<file path="config.mk">
export PLATFORM = sky130hd
export DESIGN_NAME = frac_n_divider_flat
export DESIGN_NICKNAME = d
export VERILOG_FILES = /design/src/rtl/frac_n_divider_if.sv /design/src/rtl/frac_n_divider.sv /design/src/flat_wrapper.sv
export SDC_FILE = /design/constraint.sdc
export NUM_CORES = 1
export LEC_CHECK = 0
export CAP_MARGIN = 20
export CORE_ASPECT_RATIO = 0.5
export CORE_MARGIN = 10
export CORE_UTILIZATION = 51
export CTS_CLUSTER_DIAMETER = 50
export DETAILED_ROUTE_END_ITERATION = 6
export PLACE_DENSITY = 0.81
export SYNTH_ARGS = -nofsm -noshare
export SYNTH_HDL_FRONTEND = slang
export SYNTH_SLANG_ARGS = --single-unit
</file>
<file path="constraint.sdc">
create_clock -name clk -period 3.2 [get_ports clk]
set_clock_uncertainty 0.05 [all_clocks]
set_input_delay 0.96 -clock clk [delete_from_list [all_inputs] [get_ports clk]]
set_output_delay 0.96 -clock clk [all_outputs]
set_load 0.1 [all_outputs]
</file>
<file path="src/rtl/frac_n_divider_if.sv">
// -----------------------------------------------------------------------------
// frac_n_divider_if
// Signal bundle between the delta-sigma modulator side (master) and the
// multi-modulus feedback divider (slave).
//   en         : divider enable, level sensitive
//   n_int      : unsigned integer divide word
//   dn         : signed 5-bit modulator output (-16..+15)
//   div_pulse  : one-clock strobe on the last clock of each period
//   div_clk    : divided clock, high for the first ceil(D/2) clocks
//   period     : divisor D used for the current period
//   clamp      : current period's divisor was clamped to the minimum
// -----------------------------------------------------------------------------
interface frac_n_divider_if #(
  parameter int NBITS = 8
);
  logic             en;
  logic [NBITS-1:0] n_int;
  logic [4:0]       dn;
  logic             div_pulse;
  logic             div_clk;
  logic [NBITS:0]   period;
  logic             clamp;

  modport master (
    output en, n_int, dn,
    input  div_pulse, div_clk, period, clamp
  );

  modport slave (
    input  en, n_int, dn,
    output div_pulse, div_clk, period, clamp
  );
endinterface

</file>
<file path="src/rtl/frac_n_divider.sv">
// -----------------------------------------------------------------------------
// frac_n_divider
// Multi-modulus feedback divider for a fractional-N PLL. Each output period
// lasts D = n_int + dn clocks (clamped below at MIN_DIV). The divisor is
// sampled only on the LOAD cycle and on the last clock of each period, so the
// modulator can change dn at any time without disturbing a period in flight.
//   clk   : VCO-rate clock, rising edge
//   rst_n : asynchronous active-low reset
//   bus   : frac_n_divider_if.slave (en, n_int, dn in; div_pulse, div_clk,
//           period, clamp out -- all outputs registered)
// Parameters: NBITS width of n_int; MIN_DIV smallest divisor (must be >= 2).
// -----------------------------------------------------------------------------
module frac_n_divider #(
  parameter int NBITS   = 8,
  parameter int MIN_DIV = 4
) (
  input  logic              clk,
  input  logic              rst_n,
  frac_n_divider_if.slave   bus
);

  localparam int DW = NBITS + 1;  // divisor / counter width
  localparam int SW = NBITS + 2;  // signed sum width

  localparam logic signed [SW-1:0] MIN_S = SW'(MIN_DIV);

  typedef enum logic [1:0] {
    IDLE  = 2'd0,
    LOAD  = 2'd1,
    COUNT = 2'd2
  } state_e;

  state_e        state_q, state_d;
  logic [DW-1:0] cnt_q, cnt_d;
  logic [DW-1:0] period_q, period_d;
  logic          clamp_q, clamp_d;
  logic          pulse_q, pulse_d;
  logic          dclk_q, dclk_d;

  logic signed [SW-1:0] dsum;
  logic [DW-1:0]        div_val;
  logic                 div_clamp;

  // Divisor candidate from the inputs present this cycle; only used when the
  // FSM is at a sample point.
  always_comb begin
    dsum      = $signed({2'b00, bus.n_int}) + $signed({{(SW-5){bus.dn[4]}}, bus.dn});
    div_clamp = (dsum < MIN_S);
    div_val   = div_clamp ? DW'(MIN_DIV) : dsum[DW-1:0];
  end

  // NOTE: every signal written here gets a default first so no path leaves it
  // unassigned -- otherwise synthesis would infer a latch.
  always_comb begin
    state_d  = state_q;
    cnt_d    = cnt_q;
    period_d = period_q;
    clamp_d  = clamp_q;

    unique case (state_q)
      IDLE: begin
        if (bus.en) state_d = LOAD;
      end
      LOAD: begin
        cnt_d    = div_val - DW'(1);
        period_d = div_val;
        clamp_d  = div_clamp;
        state_d  = COUNT;
      end
      COUNT: begin
        if (cnt_q == '0) begin
          // Last clock of the period: reload immediately so periods abut.
          cnt_d    = div_val - DW'(1);
          period_d = div_val;
          clamp_d  = div_clamp;
        end else begin
          cnt_d = cnt_q - DW'(1);
        end
      end
      default: state_d = IDLE;
    endcase

    // Disable overrides everything, including a reload on the last clock.
    if (!bus.en) begin
      state_d  = IDLE;
      cnt_d    = '0;
      period_d = '0;
      clamp_d  = 1'b0;
    end

    // Outputs are decoded from the next state so that the registered copies
    // line up with the counter value they describe.
    pulse_d = (state_d == COUNT) && (cnt_d == '0);
    dclk_d  = (state_d == COUNT) && (cnt_d >= (period_d >> 1));
  end

  // NOTE: state registers use non-blocking assignments so every flop samples
  // the pre-edge values regardless of statement order.
  always_ff @(posedge clk or negedge rst_n) begin
    if (!rst_n) begin
      state_q  <= IDLE;
      cnt_q    <= '0;
      period_q <= '0;
      clamp_q  <= 1'b0;
      pulse_q  <= 1'b0;
      dclk_q   <= 1'b0;
    end else begin
      state_q  <= state_d;
      cnt_q    <= cnt_d;
      period_q <= period_d;
      clamp_q  <= clamp_d;
      pulse_q  <= pulse_d;
      dclk_q   <= dclk_d;
    end
  end

  assign bus.div_pulse = pulse_q;
  assign bus.div_clk   = dclk_q;
  assign bus.period    = period_q;
  assign bus.clamp     = clamp_q;

endmodule

</file>
<file path="src/flat_wrapper.sv">
// flat-port wrapper written by rule: the top's interface ports become plain ports
module frac_n_divider_flat 
#(
  parameter int NBITS   = 8,
  parameter int MIN_DIV = 4
)
  (clk, rst_n, bus_en, bus_n_int, bus_dn, bus_div_pulse, bus_div_clk, bus_period, bus_clamp);
  frac_n_divider_if #(.NBITS(NBITS)) bus_i ();
  input  logic clk;
  input  logic rst_n;
  input wire logic [$bits(bus_i.en)-1:0] bus_en;
  input wire logic [$bits(bus_i.n_int)-1:0] bus_n_int;
  input wire logic [$bits(bus_i.dn)-1:0] bus_dn;
  output wire logic [$bits(bus_i.div_pulse)-1:0] bus_div_pulse;
  output wire logic [$bits(bus_i.div_clk)-1:0] bus_div_clk;
  output wire logic [$bits(bus_i.period)-1:0] bus_period;
  output wire logic [$bits(bus_i.clamp)-1:0] bus_clamp;
  assign bus_i.en = bus_en;
  assign bus_i.n_int = bus_n_int;
  assign bus_i.dn = bus_dn;
  assign bus_div_pulse = bus_i.div_pulse;
  assign bus_div_clk = bus_i.div_clk;
  assign bus_period = bus_i.period;
  assign bus_clamp = bus_i.clamp;
  frac_n_divider #(.NBITS(NBITS), .MIN_DIV(MIN_DIV)) u_core (.clk(clk), .rst_n(rst_n), .bus(bus_i));
endmodule
</file>
==> flow_summary_export.csv <==
group,metric,value,unit
status,status,"finished with violations",
status,violations,"design-rule violations, negative setup slack",
clocking,cts.path.max_buffers,2,
die,core,4470,µm²
final_layout,drive_gt1_share,54.1,%
detailed_routing,ant_nets,0,
detailed_routing,wl_per_cell,32.9,µm
clocking,clk_latency,290,ps
final_layout,fin_util,97.2,%
synth,ys_ff_latch,23,
global_routing,grt_pass1_wl,18.1,mm
global_routing,antenna_found_initial,4,
synth,yosys_warnings,0,
power,finalPower,2.38,mW
final_layout,finalNonFillerCells,510,
timing,fin_setup_tns,-6070,ps
synth,syn_inst,294,
critical_path,cp_data_arrival_time,4770,ps
final_layout,areaGrowthSynthToFinish,81.2,%
die,rows,17,
final_layout,fin_area,4340,µm²
timing,finalHoldViolCount,0,
power,max-vdd-ir-drop,0.000311,V
critical_path,cp-start-kind,"primary input",
timing,setup_slack,-1430,ps
critical_path,required,3340,ps
timing,max_slew_margin,56.2,%
timing,setup_viol,18,
clocking,clk_pin_slew,100,ps
min_path,worstHoldPathType,"reg -> reg",
timing,finalCritPeriodShare,145,%
clocking,cts_tree,"done",
die,die_area,8010,µm²
detailed_routing,dr_total_vias,3860,
critical_path,setup.worst_path.start,"bus_n_int[3]",
timing,worst_pin_slew,656,ps
die,die_y,68.5,µm
critical_path,reg2reg_from,"u_core.cnt_q[0]",
synth,synth_fp_nets,332,
timing,hold_slack,521,ps
synth,netlist-cell-type-count,66,
die,die_w,117,µm
synth,ys.flop_type,"dfrtp_1",
clocking,hold_buffers,0,
detailed_routing,drtIter0Drc,1023,
placement,dpl_cell_area,3430,µm²
detailed_routing,first_pass_iters,7,
timing,fmax,0.216,GHz
synth,synthTopCellsByCount,"27 x nand2_1, 23 x dfrtp_1, 22 x inv_1",
global_routing,grt_max_degree,24,
placement,gp_congestion,1.01,
job,drv_cap,0,
global_routing,gr-usage-all-layers,29.1,%
die,ios,28,
min_path,timing.hold.worst_path_depth,2,
timing,rsz0062_at_grt,"true",
clocking,ctsHtreeMaxLevel,1,
timing,drv_slew,0,
critical_path,cp-end-kind,"flip-flop",
clocking,ctsRootBufferMaster,"clkbuf_8",
clocking,cts_made_buffers,3,
synth,synth.largest_area_cell,"dfrtp_1",
synth,synth_edf_count,0,
critical_path,critPathMaxFanout,6,
synth,syn_area_per_cell,8.15,µm²
power,p_per_area,547,nW/µm²
placement,dp.cells,461,
critical_path,critical_path_class,"in -> reg",
detailed_routing,routed_via_density,7.57,
final_layout,nets,490,
power,p_leak,2.05,nW
die,start_util,53.6,%
min_path,min_from,"u_core.bus.period[0]",
global_routing,grt_pass1_vias,3328,
placement,port_buffers,27,
synth,synthTopCellsByArea,"dfrtp_1 24%, ha_1 11%, nand2_1 4.2%",
critical_path,rr_worst_depth,17,
clocking,cts.sinks,23,
synth,synthArstFlopShare,100,%
placement,dp_hpwl,6.60,mm
synth,yosysTopAreaCellShare,24.0,%
placement,dpl_worst_slack,-1820,ps
detailed_routing,post-route-drc-count,194,
detailed_routing,wl,16.8,mm
critical_path,r2r_slack,-910,ps
synth,synth.most_common_cell,"nand2_1",
synth,yosysSeqAreaShare,24.0,%
global_routing,overflow,0,
synth,synth_area,2400,µm²
timing,period_needed,4630,ps
critical path, cell delays in order:
cell and delay [ps]:
clkdlybuf4s15_1 210, ha_4 350, buf_6 140, o21ai_1 80, o21a_1 220, a311oi_2 340
and4_4 340, a21oi_4 100, a21oi_1 240, a21oi_2 90, a21oi_2 250, ha_1 300
a21o_1 220, a21o_1 180, a21o_1 180, a21o_1 170, a21oi_2 160, o21ai_2 70
o21a_1 170
final timing paths:
kind,to
worst max-delay path,u_core.bus.div_clk
worst min-delay path,u_core.bus.period[0]
min in group asynchronous,u_core.bus.period[3]
worst min register to register,u_core.bus.period[0]
max in group asynchronous,u_core.state_q[0]
worst max register to register,u_core.bus.div_clk
flip-flops by register name, indices dropped and copies added, names as in the netlist:
name and flops:
u_core.cnt_q 9, u_core.bus.period 9, u_core.bus.div_pulse 1, u_core.bus.div_clk 1, u_core.state_q 2, u_core.bus.clamp 1
final cells by class:
cell class,count,area (µm²)
diodes,2,5.00
clock buffers,3,41.3
clock inverters,1,5.00
fillers,74,125
inverters,22,82.6
multi-input cells,235,2170
flip-flops and latches,23,576
well taps,57,71.3
repair buffers,167,1390
placed cells by master, fill, tap and decap left out, drive strengths merged, types with 4 or more instances in the layout:
master and instances:
nor3b 4, clkbuf 5, a21o 9, and2 9, xnor2 5, buf 159, dfrtp 23, o211ai 6
nor2 20, nand2 28, o21ai 25, nor3 5, inv 22, nor2b 4, a211oi 6, ha 21
nand3 7, a21oi 20, xor2 5
kinds of logic (layout without fill, tap and decap cells):
| kind of cell | count (synthesis) | count (layout) | share of synthesized area [%] |
|---|---|---|---|
| xor gates and xnor gates | 10 | 10 | 3.66 |
| AOI/OAI and AO/OA | 100 | 100 | 30.1 |
| and+or+nand+nor | 100 | 100 | 22.2 |
| buffers and inverters | 36 | 193 | 6.94 |
| muxes | 3 | 3 | 1.31 |
| other | 0 | 2 | 0 |
| DFF | 23 | 23 | 24.0 |
| adders and majority gates | 22 | 22 | 11.8 |
report_power, final:
group	leakage (nW)	internal [mW]	switching (mW)	total, mW
clock	0.0255	0.0879	0.122	0.210
sequential	0.315	0.329	0.0302	0.359
combinational	1.71	0.731	1.08	1.81
routing by layer:
layer  track usage (%)  part of all wire (%)  vias to the layer above
met5                 0                     0                        -
met4              17.3                    10                        0
met3              7.33                    19                      214
met2              50.7                    37                      513
met1              32.4                    34                     1734
li1                  -                     -                     1399
timing repair:
action / 4_1_cts / 5_1_grt
endpoints found under the setup margin: 21 / 20
gates resized for setup: 96 / 70
endpoints found under the hold margin: 0 / 0
pin swaps: 42 / 39
buffers inserted: 18 / 28
Power figures use the tool's default switching activity.
